$ cat config.mk
export PLATFORM = sky130hd
export DESIGN_NAME = subtrator_serial
export DESIGN_NICKNAME = d
export VERILOG_FILES = /design/src/rtl/subtrator_pkg.sv /design/src/rtl/subtrator_bit.sv /design/src/rtl/subtrator_serial.sv
export SDC_FILE = /design/constraint.sdc
export NUM_CORES = 1
export LEC_CHECK = 0
export CAP_MARGIN = 25
export CORE_MARGIN = 10
export CORE_UTILIZATION = 60
export DETAILED_ROUTE_END_ITERATION = 8
export DONT_BUFFER_PORTS = 1
export GPL_TIMING_DRIVEN = 0
export MAX_ROUTING_LAYER = met4
export PLACE_DENSITY = 0.75
export SYNTH_ARGS = -nofsm -noshare
export SYNTH_HDL_FRONTEND = slang
export SYNTH_SLANG_ARGS = --single-unit
$ cat constraint.sdc
create_clock -name clk -period 2.7 [get_ports clk]
set_input_delay 0.27 -clock clk [delete_from_list [all_inputs] [get_ports clk]]
set_output_delay 0.27 -clock clk [all_outputs]
set_load 0.01 [all_outputs]
$ cat src/rtl/subtrator_pkg.sv
// Shared definitions for the serial subtractor: FSM state encoding and default width.
package subtrator_pkg;

   localparam int N_DEFAULT = 8;

   typedef enum logic [1:0] {
      IDLE  = 2'd0,
      SHIFT = 2'd1,
      DONE  = 2'd2
   } state_t;

endpackage

$ cat src/rtl/subtrator_bit.sv
// One-bit combinational full subtractor: dif = x - y - bi, bout is the borrow out.
module subtrator_bit (
   input  logic x,
   input  logic y,
   input  logic bi,
   output logic dif,
   output logic bout
);

   assign dif  = x ^ y ^ bi;
   assign bout = (~x & y) | (~(x ^ y) & bi);

endmodule

$ cat src/rtl/subtrator_serial.sv
// Bit-serial unsigned subtractor: d = (a - b) mod 2^N, one bit per clock, LSB first.
module subtrator_serial
   import subtrator_pkg::*;
#(
   parameter int N = N_DEFAULT
) (
   input  logic         clk,
   input  logic         rst_n,
   input  logic         start,
   input  logic [N-1:0] a,
   input  logic [N-1:0] b,
   output logic         busy,
   output logic         done,
   output logic [N-1:0] d,
   output logic         bo
);

   localparam int CW = (N > 1) ? $clog2(N) : 1;
   localparam logic [CW-1:0] LAST = CW'(N - 1);

   state_t        state;
   logic [N-1:0]  sa;
   logic [N-1:0]  sb;
   logic [N-1:0]  res;
   logic [CW-1:0] cnt;
   logic          br;
   logic          dif;
   logic          bout;

   subtrator_bit u_bit (
      .x    (sa[0]),
      .y    (sb[0]),
      .bi   (br),
      .dif  (dif),
      .bout (bout)
   );

   // d/bo are only written on the final SHIFT edge, so they hold the previous result
   // throughout a new operation and after it until the next completion.
   always_ff @(posedge clk or negedge rst_n) begin
      if (!rst_n) begin
         state <= IDLE;
         sa    <= '0;
         sb    <= '0;
         res   <= '0;
         cnt   <= '0;
         br    <= 1'b0;
         busy  <= 1'b0;
         done  <= 1'b0;
         d     <= '0;
         bo    <= 1'b0;
      end else begin
         case (state)
            IDLE, DONE: begin
               done <= 1'b0;
               if (start) begin
                  sa    <= a;
                  sb    <= b;
                  br    <= 1'b0;
                  cnt   <= '0;
                  busy  <= 1'b1;
                  state <= SHIFT;
               end else begin
                  state <= IDLE;
               end
            end
            SHIFT: begin
               sa  <= {1'b0, sa[N-1:1]};
               sb  <= {1'b0, sb[N-1:1]};
               res <= {dif, res[N-1:1]};
               br  <= bout;
               cnt <= cnt + 1'b1;
               if (cnt == LAST) begin
                  d     <= {dif, res[N-1:1]};
                  bo    <= bout;
                  busy  <= 1'b0;
                  done  <= 1'b1;
                  state <= DONE;
               end
            end
            default: begin
               busy  <= 1'b0;
               done  <= 1'b0;
               state <= IDLE;
            end
         endcase
      end
   end

endmodule

==> results of run 1 <==
==> synthesized netlist by cell type <==
library cell and instances:
a211oi_1 9, a21oi_1 13, a221o_1 1, a22o_1 3, and2_4 1, buf_2 9, buf_6 1, clkbuf_1 1
dfrtp_1 39, fa_1 1, ha_1 2, inv_1 8, mux2_2 10, mux2i_1 11, nand2_1 26, nand2b_1 2
nand3_1 3, nand3b_1 1, nor2_1 4, nor2b_1 10, o21ai_0 6, o22ai_1 4
==> kinds of logic after synthesis <==
logic type / count (synthesis) / share of synthesized area (%)
compound gates: 36 / 12.61
flops: 39 / 54.93
buf+inv: 19 / 5.070
simple gates: 47 / 12.32
mux: 21 / 12.54
fa+ha+maj: 3 / 2.535
==> worst register-to-register path, delay by kind of cell, from the launching register on <==
| family | cells | cell delay (ns) |
|---|---|---|
| flops | 1 | 0.43 |
| fa+ha+maj | 2 | 0.40 |
| mux | 1 | 0.36 |
| buf+inv | 1 | 0.27 |
| simple gates | 1 | 0.13 |
==> power breakdown <==
part / leakage [nW] / internal, mW / total (mW) / switching, mW
clock network: 0.0514 / 0.288 / 0.486 / 0.198
registers: 0.476 / 0.855 / 1.08 / 0.222
logic: 0.377 / 0.381 / 0.782 / 0.401
total: 0.905 / 1.52 / 2.35 / 0.821
==> state kept, by name, summed over array words and instances, names as in the netlist <==
signal  flops
busy        1
br          1
d           8
state       1
bo          1
res         7
cnt         3
done        1
sa          8
sb          8
==> area by class of cell <==
class,count,area (um^2)
fillers,219,854.6
inverters,8,30.03
flip-flops and latches,39,975.9
clock inverters,3,67.56
multi-input cells,107,710.7
plain buffers,11,60.06
repair buffers,2,30.03
well taps,31,38.79
clock buffers,5,37.54
==> how the worst min path moves through the flow <==
stage	from	end	slack, ns	cells past startpoint
5_1_grt	a[0]	sa[0]	0.11	2
3_3_place_gp	rst_n	d[4]	-0.02	0
2_1_floorplan	rst_n	bo	-0.03	0
3_5_place_dp	rst_n	d[4]	-0.02	0
4_1_cts	b[4]	sb[4]	0.1	2
6_report	b[4]	sb[4]	0.11	2
==> repair_timing <==
action                    in CTS  in global routing
hold buffers                   2                  0
buffers inserted               0                  0
hold endpoints to repair      39                  0
==> through the flow <==
step	setup slack [ns]	instance area (um^2)	total power, mW	instances	hold WS [ns]
2_1_floorplan	1.204	1777	1.666	165	-0.02559
3_3_place_gp	1.061	1815	1.799	196	-0.02445
3_5_place_dp	1.031	1815	1.858	196	-0.02441
4_1_cts	0.9929	1951	2.362	206	0.09870
5_1_grt	0.9023	1951	2.549	206	0.1050
6_report	0.9984	1951	2.345	206	0.1080
==> per-layer routing <==
metal,track usage (%),up-vias,routed length (um)
met5,-,-,0
met4,3.782,0,19
met3,6.915,4,248
met2,20.56,30,1717
met1,17.78,588,1545
li1,-,585,-
==> results by group, run 1 <==
Status
  • Status: finished clean

Power and ir drop
  • Lkg Pwr: 0.9048 nW
  • Cell area power density: 1202 mW/mm^2
  • VDD IR max: 0.0006851 V

STA
  • Period Utilization, post-route: 63.02%
  • Post-layout minimum cycle time: 1.702 ns
  • Final hold vios: 0
  • Clock Skew: 0.02126 ns
  • Least-Margin Pin Slew: 0.3491 ns
  • Slew Limit Fails: 0
  • Setup TNS Final: 0 ns
  • Slew headroom: 76.72%
  • Max Freq: 587.7 MHz
  • Unrepaired setup endpoints after global routing: false
  • Setup violations, final: 0

Clocking
  • CTS Sinks: 39
  • Clk buf depth: 2
  • Clk root buf: clkbuf_4
  • Clk Latency, worst-skew pair: 0.35 ns
  • CTS tree: yes
  • CTS H-tree depth: 2
  • CTS buffer count: 5
  • Resized cells post-CTS: 0
  • Clk slew on worst S/H paths: 0.14 ns

GRT
  • Largest net degree at the start of global routing: 40
  • Initial antenna violation count: 0
  • Global-route wire length before repair: 5.989 mm
  • Total track usage: 14.38%
  • Vias in the first global route: 1,219
  • GRT overflow: 0

Synth
  • Syn. warnings: 0
  • Syn Area/Cell: 10.77 um^2
  • Top cells by area, synth: dfrtp_1, mux2_2, mux2i_1, nand2_1, a211oi_1
  • Seq cells post-synth: 39
  • Net Count, Synth: 187
  • Sequential area share after synthesis: 54.93%
  • Yosys top cell area share: 54.93%
  • Mapped Cells: 165
  • Area leader, netlist: dfrtp_1
  • Count of cell types in the netlist: 22
  • Post-Synthesis Cell Area: 0.001777 mm^2

Drt
  • Wire per inst: 17.14 um
  • Average vias per placed instance: 5.859
  • Via Count: 1,207
  • First drt pass iteration count: 4
  • Antenna Nets Post-Route: 0
  • Post-route DRC: 0
  • Iter 0 DRT Violations: 70
  • WL final: 3.530 mm

Floorplan
  • Die area: 0.005538 mm^2
  • Initial Utilization: 63.34%
  • IO Pins: 30
  • Die W: 74.42 um
  • Core Area: 0.002805 mm^2
  • Die Ht: 74.42 um
  • Core Rows: 19

Setup path
  • Crit Path Class: flip-flop to flip-flop
  • Critical Path Stages: 5
  • WP data arrival: 1.94 ns
  • CP max-delay cell: dfrtp_1
  • Reg2reg setup slack: 1.0 ns
  • Crit path required time: 2.94 ns
  • Crit path from: cnt[1]
  • Buffers and inverters on the worst path: 1
  • Critical path's most frequent cell: ha_1
  • Top delay family on crit path: flip-flops
  • Critical Path Max Stage Delay: 0.43 ns
  • R2r endpoint: d[7]
  • Crit end category: flip-flop
  • Crit path launch type: flip-flop
  • Worst-path fanout max: 10
  • CP Capture Point: d[7]
  • Critical path cell sequence: ha_1, ha_1, nand3b_1, buf_2, mux2_2
  • Worst R2R Path Depth: 5
  • RR Startpoint: cnt[1]

Finish
  • Layout cell share with drive strength beyond 1: 17.14%
  • Most common library cell in the layout ignoring fill and taps: dfrtp_1
  • Final core utilization: 69.54%
  • Most frequent cells in the layout: dfrtp_1, nand2_1, a21oi_1, mux2i_1
  • Final #Nets: 196
  • Area growth syn-to-layout: 9.789%
  • Antenna cells: 0

Placement
  • DP HPWL: 2.494 mm
  • GPL Wtd Cong: 0.7540
  • Port-buffer cells: 0

Worst hold path
  • Min-delay worst type: input pin to flip-flop

Job
  • Max-Cap Viols: 0
(Power assumes the default switching activity.)
==> run 2, diff against run 1 <==
--- a/config.mk
+++ b/config.mk
@@ -7,12 +7,12 @@
 export LEC_CHECK = 0
 export CAP_MARGIN = 25
 export CORE_MARGIN = 10
-export CORE_UTILIZATION = 60
+export CORE_UTILIZATION = 55
 export DETAILED_ROUTE_END_ITERATION = 8
 export DONT_BUFFER_PORTS = 1
 export GPL_TIMING_DRIVEN = 0
 export MAX_ROUTING_LAYER = met4
-export PLACE_DENSITY = 0.75
+export PLACE_DENSITY = 0.72
 export SYNTH_ARGS = -nofsm -noshare
 export SYNTH_HDL_FRONTEND = slang
 export SYNTH_SLANG_ARGS = --single-unit
==> constraint.sdc (replaced) <==
create_clock -name clk -period 1.5 [get_ports clk]
set_input_delay 0.15 -clock clk [delete_from_list [all_inputs] [get_ports clk]]
set_output_delay 0.15 -clock clk [all_outputs]
set_load 0.01 [all_outputs]
==> results by group, run 2 (synthesis results as in run 1) <==
Status
  • Status: finished with violations
  • Failing checks: negative hold slack

STA
  • Setup violations, final: 0 (unchanged)
  • Slew Limit Fails: 0 (unchanged)
  • Fin worst setup slack: 0.02026 ns (-0.9781 ns)
  • Worst hold margin: -0.002706 ns (-0.1107 ns)
  • Period Utilization, post-route: 98.65% (+36 points)
  • Post-layout minimum cycle time: 1.480 ns (-0.2219 ns)
  • Max Freq: 675.8 MHz (+15%)
  • Least-Margin Pin Slew: 0.3426 ns (-0.006571 ns)
  • Clock Skew: 0.01165 ns (-0.009605 ns)
  • Final hold vios: 1 (+1)
  • Slew headroom: 77.16% (+0.44 points)
  • Unrepaired setup endpoints after global routing: true

Finish
  • Regs by FF count: d (8), sa (8), sb (8)
  • Area growth syn-to-layout: 19.65%
  • Most common library cell in the layout ignoring fill and taps: dfrtp_1
  • FF+latch area: 975.9 um^2 (unchanged)
  • Filler instances: 233 (+6.4%)
  • Antenna cells: 0 (unchanged)
  • Final #Nets: 211 (+7.7%)
  • Area of the multi-input gates: 744.5 um^2 (+4.8%)
  • Layout cell share with drive strength beyond 1: 19.47% (+2.3 points)
  • Most frequent cells in the layout: dfrtp_1, nand2_1, a21oi_1, mux2i_1, dlygate4sd3_1
  • Final instance area: 0.002126 mm^2 (+9.0%)

Drt
  • WL final: 3.862 mm (+9.4%)
  • First drt pass iteration count: 4 (unchanged)
  • Wire per inst: 16.50 um (-3.7%)
  • Post-route DRC: 0 (unchanged)
  • Antenna Nets Post-Route: 0 (unchanged)
  • Average vias per placed instance: 5.449 (-7.0%)
  • Via Count: 1,275 (+5.6%)
  • Iter 0 DRT Violations: 82 (+17%)

Clocking
  • Clk root buf: clkbuf_4
  • Clk buf depth: 2 (unchanged)
  • CTS buffer count: 5 (unchanged)
  • CTS tree: yes
  • Clk slew on worst S/H paths: 0.12 ns (-0.02 ns)
  • Clk Latency, worst-skew pair: 0.35 ns (about the same)
  • CTS Sinks: 39 (unchanged)
  • CTS H-tree depth: 2 (unchanged)

GRT
  • Vias in the first global route: 1,316 (+8.0%)
  • Total track usage: 13.66% (-0.72 points)
  • Initial antenna violation count: 0 (unchanged)
  • Global-route wire length before repair: 6.423 mm (+7.2%)
  • GRT overflow: 0 (unchanged)
  • Largest net degree at the start of global routing: 40 (unchanged)

Floorplan
  • Die W: 76.84 um (+3.3%)
  • Core Area: 0.003078 mm^2 (+9.7%)
  • Initial Utilization: 57.72% (-5.6 points)
  • IO Pins: 30 (unchanged)
  • Die area: 0.005904 mm^2 (+6.6%)
  • Core Rows: 20 (+1)
  • Die Ht: 76.84 um (+3.3%)

Power and ir drop
  • Cell area power density: 2017 mW/mm^2 (+68%)
  • Pint: 2.746 mW (+80%)
  • Design Power: 4.287 mW (+83%)
  • Lkg Pwr: 0.9913 nW (+9.6%)
  • Power share of the clock group: 17.1% (-3.6 points)
  • Flop pwr share: 45.8% (about the same)
  • Net Switching: 1.540 mW (+88%)
  • VDD IR max: 0.001054 V (+54%)
  • Sw frac: 35.93% (+0.91 points)
  • Logic gate share of total power: 37.0% (+3.7 points)

Setup path
  • WP data arrival: 1.73 ns (-0.21 ns)
  • Crit path from: cnt[0]
  • Worst R2R Path Depth: 5 (unchanged)
  • R2r endpoint: d[0]
  • Crit end category: flip-flop
  • Crit path required time: 1.75 ns (-1.19 ns)
  • Worst-path fanout max: 8 (-2)
  • RR Startpoint: cnt[0]
  • CP Capture Point: d[0]
  • Reg2reg setup slack: 0.02 ns (-0.98 ns)
  • Crit path launch type: flip-flop
  • Crit Path Class: flip-flop to flip-flop

Placement
  • Dpl cell area: 0.001832 mm^2 (+0.90%)
  • DP HPWL: 2.699 mm (+8.2%)
  • GPL Wtd Cong: 0.7788 (+3.3%)
  • Port-buffer cells: 0 (unchanged)
  • Post-place setup slack: -0.1512 ns (-1.182 ns)

Worst hold path
  • Min-delay worst type: input pin to flip-flop

Job
  • Max-Cap Viols: 0 (unchanged)
-- run 2: changes by cell type in the layout (fill, tap and decap cells not counted), sizes merged --
cell         delta
clkinvlp        -1
clkbuf          +1
clkinv          +1
buf             +5
dlygate4sd3    +10
bufinv          -1
-- run 2: layout make-up --
class	instances	share of cell area, %
inverter	8	1.413
clock buffer	6	2.413
timing repair buffer	17	7.887
sequential	39	45.91
multi-input combinational	107	35.02
tap	44	2.590
clock inverter	2	1.648
buffer	11	3.119
-- run 2: repair_timing --
item / CTS / global route
gates resized for setup: 5 / 5
setup endpoints to repair: 7 / 8
buffers inserted: 2 / 3
hold buffers: 11 / 1
hold endpoints to repair: 48 / 1
pin swaps: 1 / 1
-- run 2: worst min-delay path by stage --
stage,slack [ns],depth (start not counted),to,startpoint
finish,-0.003,2,sb[1],b[1]
global route,0.006,2,sa[6],a[6]
CTS,0.001,2,sb[1],b[1]
detailed placement,-0.14,0,sb[3],rst_n
global placement,-0.14,0,sb[2],rst_n
floorplan,-0.15,0,bo,rst_n
-- run 2: power groups by stage --
stage | Sequential [mW] | Combinational, mW | Clock [mW]
after floorplan | 1.86 | 1.14 | 0
after CTS | 1.96 | 1.49 | 0.743
after detailed placement | 1.98 | 1.40 | 0
after global placement | 1.95 | 1.30 | 0
after global routing | 2.04 | 1.79 | 0.806
final | 1.96 | 1.59 | 0.734
-- run 2: critical path: stages (launching register included) --
cell	delay, ns
dfrtp_1	0.41
ha_2	0.20
ha_4	0.15
nand3b_1	0.11
buf_6	0.17
mux2_2	0.33
-- run 2: stage by stage --
stage	util (%)	instances	TNS, ns
floorplan	-	165	0
global placement	59.51	209	-0.9425
detailed placement	59.51	209	-0.9584
CTS	67.20	230	0
global route	69.07	234	-0.1185
finish	69.07	234	0
-- run 2: routing by layer --
layer / wire length, um / vias up / track usage [%]
met3: 230 / 2 / 4.545
met2: 1890 / 31 / 21.16
met1: 1714 / 630 / 15.96
met4: 26 / 0 / 5.576
li1: - / 612 / -
met5: 0 / - / -
